File: config.mk
export PLATFORM = sky130hd
export DESIGN_NAME = morse_tx_keyer_flat
export DESIGN_NICKNAME = d
export VERILOG_FILES = /design/src/rtl/morse_pkg.sv /design/src/rtl/morse_tx_keyer_if.sv /design/src/rtl/morse_tx_timer.sv /design/src/rtl/morse_tx_keyer.sv /design/src/flat_wrapper.sv
export SDC_FILE = /design/constraint.sdc
export NUM_CORES = 1
export LEC_CHECK = 0
export CELL_PAD_IN_SITES_DETAIL_PLACEMENT = 0
export CELL_PAD_IN_SITES_GLOBAL_PLACEMENT = 1
export CORE_UTILIZATION = 43
export DETAILED_ROUTE_END_ITERATION = 8
export HOLD_SLACK_MARGIN = 0.12
export PLACE_DENSITY = 0.83
export SLEW_MARGIN = 40
export SYNTH_ARGS = -nofsm -noshare
export SYNTH_HDL_FRONTEND = slang
export SYNTH_SLANG_ARGS = --single-unit
File: constraint.sdc
create_clock -name clk -period 2.4 [get_ports clk]
set_input_delay 0.24 -clock clk [delete_from_list [all_inputs] [get_ports clk]]
set_output_delay 0.24 -clock clk [all_outputs]
set_load 0.03 [all_outputs]
File: src/rtl/morse_pkg.sv
// Shared Morse definitions: letter code table, keyer state encoding and default
// timing constants used by both the transmitter and the receiver.
package morse_pkg;

  localparam int MORSE_NUM_LETTERS = 26;

  localparam int MORSE_DOT_LEN  = 25;
  localparam int MORSE_DASH_LEN = 61;
  localparam int MORSE_SYM_GAP  = 15;
  localparam int MORSE_CHAR_GAP = 50;

  typedef enum logic [1:0] {
    S_IDLE,
    S_MARK,
    S_SPACE,
    S_CGAP
  } morse_state_t;

  typedef struct packed {
    logic [2:0] len;
    logic [3:0] pat;
  } morse_code_t;

  // Dash = 1, dot = 0; the first symbol keyed is pat[len-1].
  function automatic morse_code_t morse_code(input logic [4:0] letter);
    morse_code_t c;
    case (letter)
      5'd0:    c = {3'd2, 4'b0001};  // A .-
      5'd1:    c = {3'd4, 4'b1000};  // B -...
      5'd2:    c = {3'd4, 4'b1010};  // C -.-.
      5'd3:    c = {3'd3, 4'b0100};  // D -..
      5'd4:    c = {3'd1, 4'b0000};  // E .
      5'd5:    c = {3'd4, 4'b0010};  // F ..-.
      5'd6:    c = {3'd3, 4'b0110};  // G --.
      5'd7:    c = {3'd4, 4'b0000};  // H ....
      5'd8:    c = {3'd2, 4'b0000};  // I ..
      5'd9:    c = {3'd4, 4'b0111};  // J .---
      5'd10:   c = {3'd3, 4'b0101};  // K -.-
      5'd11:   c = {3'd4, 4'b0100};  // L .-..
      5'd12:   c = {3'd2, 4'b0011};  // M --
      5'd13:   c = {3'd2, 4'b0010};  // N -.
      5'd14:   c = {3'd3, 4'b0111};  // O ---
      5'd15:   c = {3'd4, 4'b0110};  // P .--.
      5'd16:   c = {3'd4, 4'b1101};  // Q --.-
      5'd17:   c = {3'd3, 4'b0010};  // R .-.
      5'd18:   c = {3'd3, 4'b0000};  // S ...
      5'd19:   c = {3'd1, 4'b0001};  // T -
      5'd20:   c = {3'd3, 4'b0001};  // U ..-
      5'd21:   c = {3'd4, 4'b0001};  // V ...-
      5'd22:   c = {3'd3, 4'b0011};  // W .--
      5'd23:   c = {3'd4, 4'b1001};  // X -..-
      5'd24:   c = {3'd4, 4'b1011};  // Y -.--
      5'd25:   c = {3'd4, 4'b1100};  // Z --..
      default: c = '0;
    endcase
    return c;
  endfunction

endpackage

File: src/rtl/morse_tx_keyer_if.sv
// Request/status bundle of the Morse keyer. abort_i exists only when
// MORSE_TX_ABORT_EN is defined.
interface morse_tx_keyer_if;
  import morse_pkg::*;

  // Handshake: a letter is taken on a rising edge where start_i && ready_o;
  // letter_i is sampled only then. start_i while ready_o is low is ignored
  // (nothing is queued), and done_o/err_o close every accepted request.
  logic         start_i;
  logic [4:0]   letter_i;
  logic         ready_o;
  logic         key_o;
  logic         done_o;
  logic         err_o;
  morse_state_t state;

`ifdef MORSE_TX_ABORT_EN
  logic         abort_i;

  modport master (
    output start_i, letter_i, abort_i,
    input  ready_o, key_o, done_o, err_o, state
  );

  modport slave (
    input  start_i, letter_i, abort_i,
    output ready_o, key_o, done_o, err_o, state
  );
`else
  modport master (
    output start_i, letter_i,
    input  ready_o, key_o, done_o, err_o, state
  );

  modport slave (
    input  start_i, letter_i,
    output ready_o, key_o, done_o, err_o, state
  );
`endif

endinterface

File: src/rtl/morse_tx_timer.sv
// 6-bit loadable down-counter that parks at zero; zero_o marks the last cycle
// of the current mark or gap.
module morse_tx_timer (
  input  logic       clk,
  input  logic       rst,
  input  logic       load,
  input  logic [5:0] load_val,
  output logic       zero_o
);

  logic [5:0] cnt;

  always_ff @(posedge clk or posedge rst) begin
    if (rst) begin
      cnt <= '0;
    end else if (load) begin
      cnt <= load_val;
    end else if (cnt != 6'd0) begin
      cnt <= cnt - 6'd1;
    end
  end

  assign zero_o = (cnt == 6'd0);

endmodule

File: src/rtl/morse_tx_keyer.sv
// Morse transmitter: keys one letter as timed marks and gaps on key_o.
// Optional abort input enabled by defining MORSE_TX_ABORT_EN.
module morse_tx_keyer
  import morse_pkg::*;
#(
  parameter int DOT_LEN  = MORSE_DOT_LEN,
  parameter int DASH_LEN = MORSE_DASH_LEN,
  parameter int SYM_GAP  = MORSE_SYM_GAP,
  parameter int CHAR_GAP = MORSE_CHAR_GAP
) (
  input logic              clk,
  input logic              rst,
  morse_tx_keyer_if.slave  bus
);

  if (DOT_LEN < 1 || DOT_LEN > 63 || DASH_LEN < 1 || DASH_LEN > 63 ||
      SYM_GAP < 1 || SYM_GAP > 63 || CHAR_GAP < 1 || CHAR_GAP > 63 ||
      DASH_LEN <= DOT_LEN) begin : g_bad_timing
    $error("morse_tx_keyer: timings must be 1..63 and DASH_LEN > DOT_LEN");
  end

  localparam logic [5:0] DOT_M1  = 6'(DOT_LEN - 1);
  localparam logic [5:0] DASH_M1 = 6'(DASH_LEN - 1);
  localparam logic [5:0] SYM_M1  = 6'(SYM_GAP - 1);
  localparam logic [5:0] CGAP_M1 = 6'(CHAR_GAP - 1);

  morse_state_t state_q;
  logic         key_q;
  logic         ready_q;
  logic         done_q;
  logic         err_q;
  logic [3:0]   pat_q;
  logic [1:0]   idx_q;

  morse_code_t  code;
  logic [1:0]   first_idx;
  logic [1:0]   idx_next;
  logic         accept;
  logic         letter_bad;
  logic         abort_hit;
  logic         load;
  logic [5:0]   load_val;
  logic         zero;

  function automatic logic [5:0] mark_m1(input logic dash);
    return dash ? DASH_M1 : DOT_M1;
  endfunction

  // Counter reloads happen on the same edge as the state change they belong to.
  always_comb begin
    code       = morse_code(bus.letter_i);
    first_idx  = 2'(code.len - 3'd1);
    idx_next   = idx_q - 2'd1;
    accept     = bus.start_i && ready_q;
    letter_bad = (bus.letter_i >= 5'(MORSE_NUM_LETTERS));
    abort_hit  = 1'b0;
`ifdef MORSE_TX_ABORT_EN
    abort_hit  = bus.abort_i && (state_q != S_IDLE);
`endif
    load       = 1'b0;
    load_val   = '0;
    if (abort_hit) begin
      load = 1'b1;
    end else begin
      case (state_q)
        S_IDLE: begin
          if (accept && !letter_bad) begin
            load     = 1'b1;
            load_val = mark_m1(code.pat[first_idx]);
          end
        end
        S_MARK: begin
          if (zero) begin
            load     = 1'b1;
            load_val = (idx_q != 2'd0) ? SYM_M1 : CGAP_M1;
          end
        end
        S_SPACE: begin
          if (zero) begin
            load     = 1'b1;
            load_val = mark_m1(pat_q[idx_next]);
          end
        end
        default: ;
      endcase
    end
  end

  morse_tx_timer u_timer (
    .clk      (clk),
    .rst      (rst),
    .load     (load),
    .load_val (load_val),
    .zero_o   (zero)
  );

  // idx_q points at the symbol being keyed; zero in MARK means it was the last.
  always_ff @(posedge clk or posedge rst) begin
    if (rst) begin
      state_q <= S_IDLE;
      key_q   <= 1'b0;
      ready_q <= 1'b1;
      done_q  <= 1'b0;
      err_q   <= 1'b0;
      pat_q   <= '0;
      idx_q   <= '0;
    end else begin
      done_q <= 1'b0;
      err_q  <= 1'b0;
      if (abort_hit) begin
        state_q <= S_IDLE;
        key_q   <= 1'b0;
        ready_q <= 1'b1;
        idx_q   <= '0;
      end else begin
        case (state_q)
          S_IDLE: begin
            if (accept) begin
              if (letter_bad) begin
                done_q <= 1'b1;
                err_q  <= 1'b1;
              end else begin
                pat_q   <= code.pat;
                idx_q   <= first_idx;
                key_q   <= 1'b1;
                ready_q <= 1'b0;
                state_q <= S_MARK;
              end
            end
          end
          S_MARK: begin
            if (zero) begin
              key_q   <= 1'b0;
              state_q <= (idx_q != 2'd0) ? S_SPACE : S_CGAP;
            end
          end
          S_SPACE: begin
            if (zero) begin
              idx_q   <= idx_next;
              key_q   <= 1'b1;
              state_q <= S_MARK;
            end
          end
          S_CGAP: begin
            if (zero) begin
              ready_q <= 1'b1;
              done_q  <= 1'b1;
              state_q <= S_IDLE;
            end
          end
          default: state_q <= S_IDLE;
        endcase
      end
    end
  end

  assign bus.key_o   = key_q;
  assign bus.ready_o = ready_q;
  assign bus.done_o  = done_q;
  assign bus.err_o   = err_q;
  assign bus.state   = state_q;

endmodule

File: src/flat_wrapper.sv
// flat-port wrapper written by rule: the top's interface ports become plain ports
module morse_tx_keyer_flat import morse_pkg::*;
#(
  parameter int DOT_LEN  = MORSE_DOT_LEN,
  parameter int DASH_LEN = MORSE_DASH_LEN,
  parameter int SYM_GAP  = MORSE_SYM_GAP,
  parameter int CHAR_GAP = MORSE_CHAR_GAP
)
  (clk, rst, bus_start_i, bus_letter_i, bus_ready_o, bus_key_o, bus_done_o, bus_err_o, bus_state);
  morse_tx_keyer_if bus_i ();
  input logic clk;
  input logic rst;
  input wire logic [$bits(bus_i.start_i)-1:0] bus_start_i;
  input wire logic [$bits(bus_i.letter_i)-1:0] bus_letter_i;
  output wire logic [$bits(bus_i.ready_o)-1:0] bus_ready_o;
  output wire logic [$bits(bus_i.key_o)-1:0] bus_key_o;
  output wire logic [$bits(bus_i.done_o)-1:0] bus_done_o;
  output wire logic [$bits(bus_i.err_o)-1:0] bus_err_o;
  output wire logic [$bits(bus_i.state)-1:0] bus_state;
  assign bus_i.start_i = bus_start_i;
  assign bus_i.letter_i = bus_letter_i;
  assign bus_ready_o = bus_i.ready_o;
  assign bus_key_o = bus_i.key_o;
  assign bus_done_o = bus_i.done_o;
  assign bus_err_o = bus_i.err_o;
  assign bus_state = bus_i.state;
  morse_tx_keyer #(.DOT_LEN(DOT_LEN), .DASH_LEN(DASH_LEN), .SYM_GAP(SYM_GAP), .CHAR_GAP(CHAR_GAP)) u_core (.clk(clk), .rst(rst), .bus(bus_i));
endmodule
==> results_dict.tcl <==
set metrics [dict create \
    hold_slack_ps 344 \
    cts_buffers 3 \
    timing.critical_path.arrival_ps 2300 \
    fin_ws_ps 293 \
    power.switching_uw 167 \
    dr_wl_met2_um 1870 \
    finalSetupViolCount 0 \
    ys_types 47 \
    synth_edf_count 0 \
    grt_usage_pct 20.3 \
    cp_slowest_cell "dfrtp_1" \
    wl_met3_um 114 \
    end_kind "flop" \
    cts_setup_buffers 0 \
    drt-total-wl_um 3620 \
    mostFrequentLayoutCells "17 x dfrtp_1, 15 x nand2_1, 15 x ha_1, 13 x clkdlybuf4s50_1" \
    placementRows 21 \
    ys_dominant_reg_cell "dfrtp_1" \
    pwr-share-seq_pct 49.4 \
    vias_per_cell 5.81 \
    hpwl_um 2850 \
    swShare_pct 26.8 \
    cts_tree "yes" \
    syn_nets 201 \
    wl_met1_um 1510 \
    grt_pass1_wl_um 5640 \
    hold_viol 0 \
    cp_max_fo 9 \
    yosys_warnings 0 \
    fillCellCount 324 \
    cts.reportedPaths.clkPinSlew_ps 110 \
    root_buffer "clkbuf_4" \
    worst-setup-path-type "reg -> reg" \
    fmax_mhz 475 \
    final_area_mm2 0.00180 \
    io-pin-count 14 \
    pre_cts_ws_ps -6.51 \
    ctsResizeCount 0 \
    ant_nets 0 \
    maxSlewViolCount 0 \
    grt_pass1_vias 1293 \
    fin_crit_ps 2110 \
    clk_latency_ps 300 \
    cellLeakagePower_uw 0.000748 \
    powerDensity_mw_per_mm2 347 \
    fin_crit_sh_pct 87.8 \
    dr.pass1.iters 4 \
    globalplace.congestion 0.876 \
    comb_power_share_pct 20.3 \
    synthArstFlopShare_pct 100 \
    antennaDiodeCount 0 \
    overflow 0 \
    vias 1418 \
    wire_per_inst_um 14.8 \
    clockBufferDepth 2 \
    ys_seq_elements 18 \
    skew_ps 4.43 \
    seq_area_um2 452 \
    hold_buffers 0 \
    final_common_cell "dfrtp_1" \
    syn_to_final_growth_pct 17.2 \
    die_h_um 61.8 \
    critPathLaunchType "flop" \
    cts_sinks 18 \
    hold_path_class "in -> async" \
    slowest_delay_ps 460 \
    slew_headroom_pct 53.0 \
    ys_seq_area_share_pct 29.4 \
    rsz0062_at_grt "no" \
    multi_input_area_um2 1000 \
    nNetsFinal 222 \
    maxCapViolCount 0 \
    internal-power_uw 457 \
    place_area_mm2 0.00176 \
    initial_core_util_pct 45.3 \
    cp_cell_sequence "inv_1 -> ha_1 -> or2_2 -> a21oi_1 -> o21ai_1 -> mux2_1" \
    p_clk_share_pct 30.3 \
    h-tree-depth 1 \
    dr.max_layer_used "met4" \
    synth.avg_cell_area_um2 8.62 \
    syn_inst 178 \
    drt_iter0_markers 116 \
    coreArea_mm2 0.00339 \
    required_ps 2590 \
    drc_errors 0 \
    run_status "completed" \
    irDropWorstVdd_mv 0.165 \
    worst_slew_pin_slew_ps 705 \
    antenna_found_initial 0 \
    grt_max_degree 19 \
    drive_gt1_share_pct 13.1 \
    port_buffers 13 \
    die_w_um 61.8 \
    syn_area_mm2 0.00154 \
    fp.dieArea_mm2 0.00381 \
    finalPower_uw 625 \
]
-- per-layer routing --
| metal | global-route usage, % | vias up |
|---|---|---|
| li1 | - | 684 |
| met1 | 23.5 | 681 |
| met2 | 36.9 | 43 |
| met3 | 1.45 | 10 |
| met4 | 11.7 | 0 |
| met5 | 0 | - |
-- critical path, delay by kind of cell (launching register included) --
family	cells	cell delay, ps
mux	1	330
flops	1	460
buf+inv	1	100
simple gates	1	340
compound gates	2	440
fa+ha+maj	1	340
-- synth_stat cells (2+ instances only) --
master,number,share of area [%]
a31oi_1,4,1.6
o211ai_1,4,2.0
o21ai_1,4,1.3
o22ai_1,2,0.81
nand2b_1,4,1.6
inv_2,2,0.49
nand2_1,15,3.7
nor3_1,6,2.0
xnor2_1,3,1.7
mux4_2,3,4.4
o21a_1,3,1.5
nor2b_1,3,1.2
inv_1,11,2.7
nand3_1,6,2.0
nor2_1,9,2.2
and3_1,2,0.81
o21ai_0,12,3.9
dfrtp_1,17,28
mux2i_1,5,3.3
clkbuf_1,2,0.49
a21oi_2,2,1.1
buf_2,4,1.3
a211oi_1,5,2.4
a21oi_1,12,3.9
ha_1,15,12
xor2_1,2,1.1
-- power groups by stage --
stage / logic (uW) / clock network [uW] / registers, uW
6_report: 127 / 189 / 308
4_1_cts: 127 / 194 / 309
3_5_place_dp: 127 / 0 / 314
2_1_floorplan: 82.4 / 0 / 314
5_1_grt: 140 / 211 / 309
3_3_place_gp: 125 / 0 / 314
-- sequential cells by signal, summed over array words and instances (netlist names) --
name,count
u_core.pat_q,4
u_core.bus.key_o,1
u_core.bus.err_o,1
u_core.bus.ready_o,1
u_core.bus.done_o,1
u_core.bus.state,2
u_core.u_timer.cnt,6
u_core.idx_q,2
-- per-stage QoR --
step                cells  util (%)  setup TNS [ps]
floorplan             178         -               0
global placement      240      52.0               0
detailed placement    240      52.0           -6.51
CTS                   244      53.1               0
global route          244      53.1               0
finish                244      53.1               0
-- logic make-up after synthesis --
group,synth area share (%)
buffers and inverters,5.46
DFF,29.4
and+or+nand+nor,17.8
adders and majority gates,12.2
AOI/OAI and AO/OA,23.9
muxes,8.39
xor gates and xnor gates,2.85
-- final timing paths --
check,endpoint,slack (ps),cells after the start,start
max in group asynchronous,u_core.pat_q[0],1610,2,rst
setup / recovery,u_core.bus.state[1],290,6,u_core.bus.state[0]
hold reg to reg,u_core.pat_q[1],500,2,u_core.pat_q[1]
hold / removal,u_core.bus.err_o,340,2,rst
min in group clk,u_core.pat_q[1],500,2,u_core.pat_q[1]
setup reg to reg,u_core.bus.state[1],290,6,u_core.bus.state[0]
-- cell type report --
class                   instances  share of cell area, %
multi-input cells             140                   55.6
flip-flops and latches         18                   25.1
repair buffers                 23                   11.4
well taps                      46                   3.20
inverters                      13                   2.71
clock buffers                   4                   2.02
(Power assumes the default switching activity.)
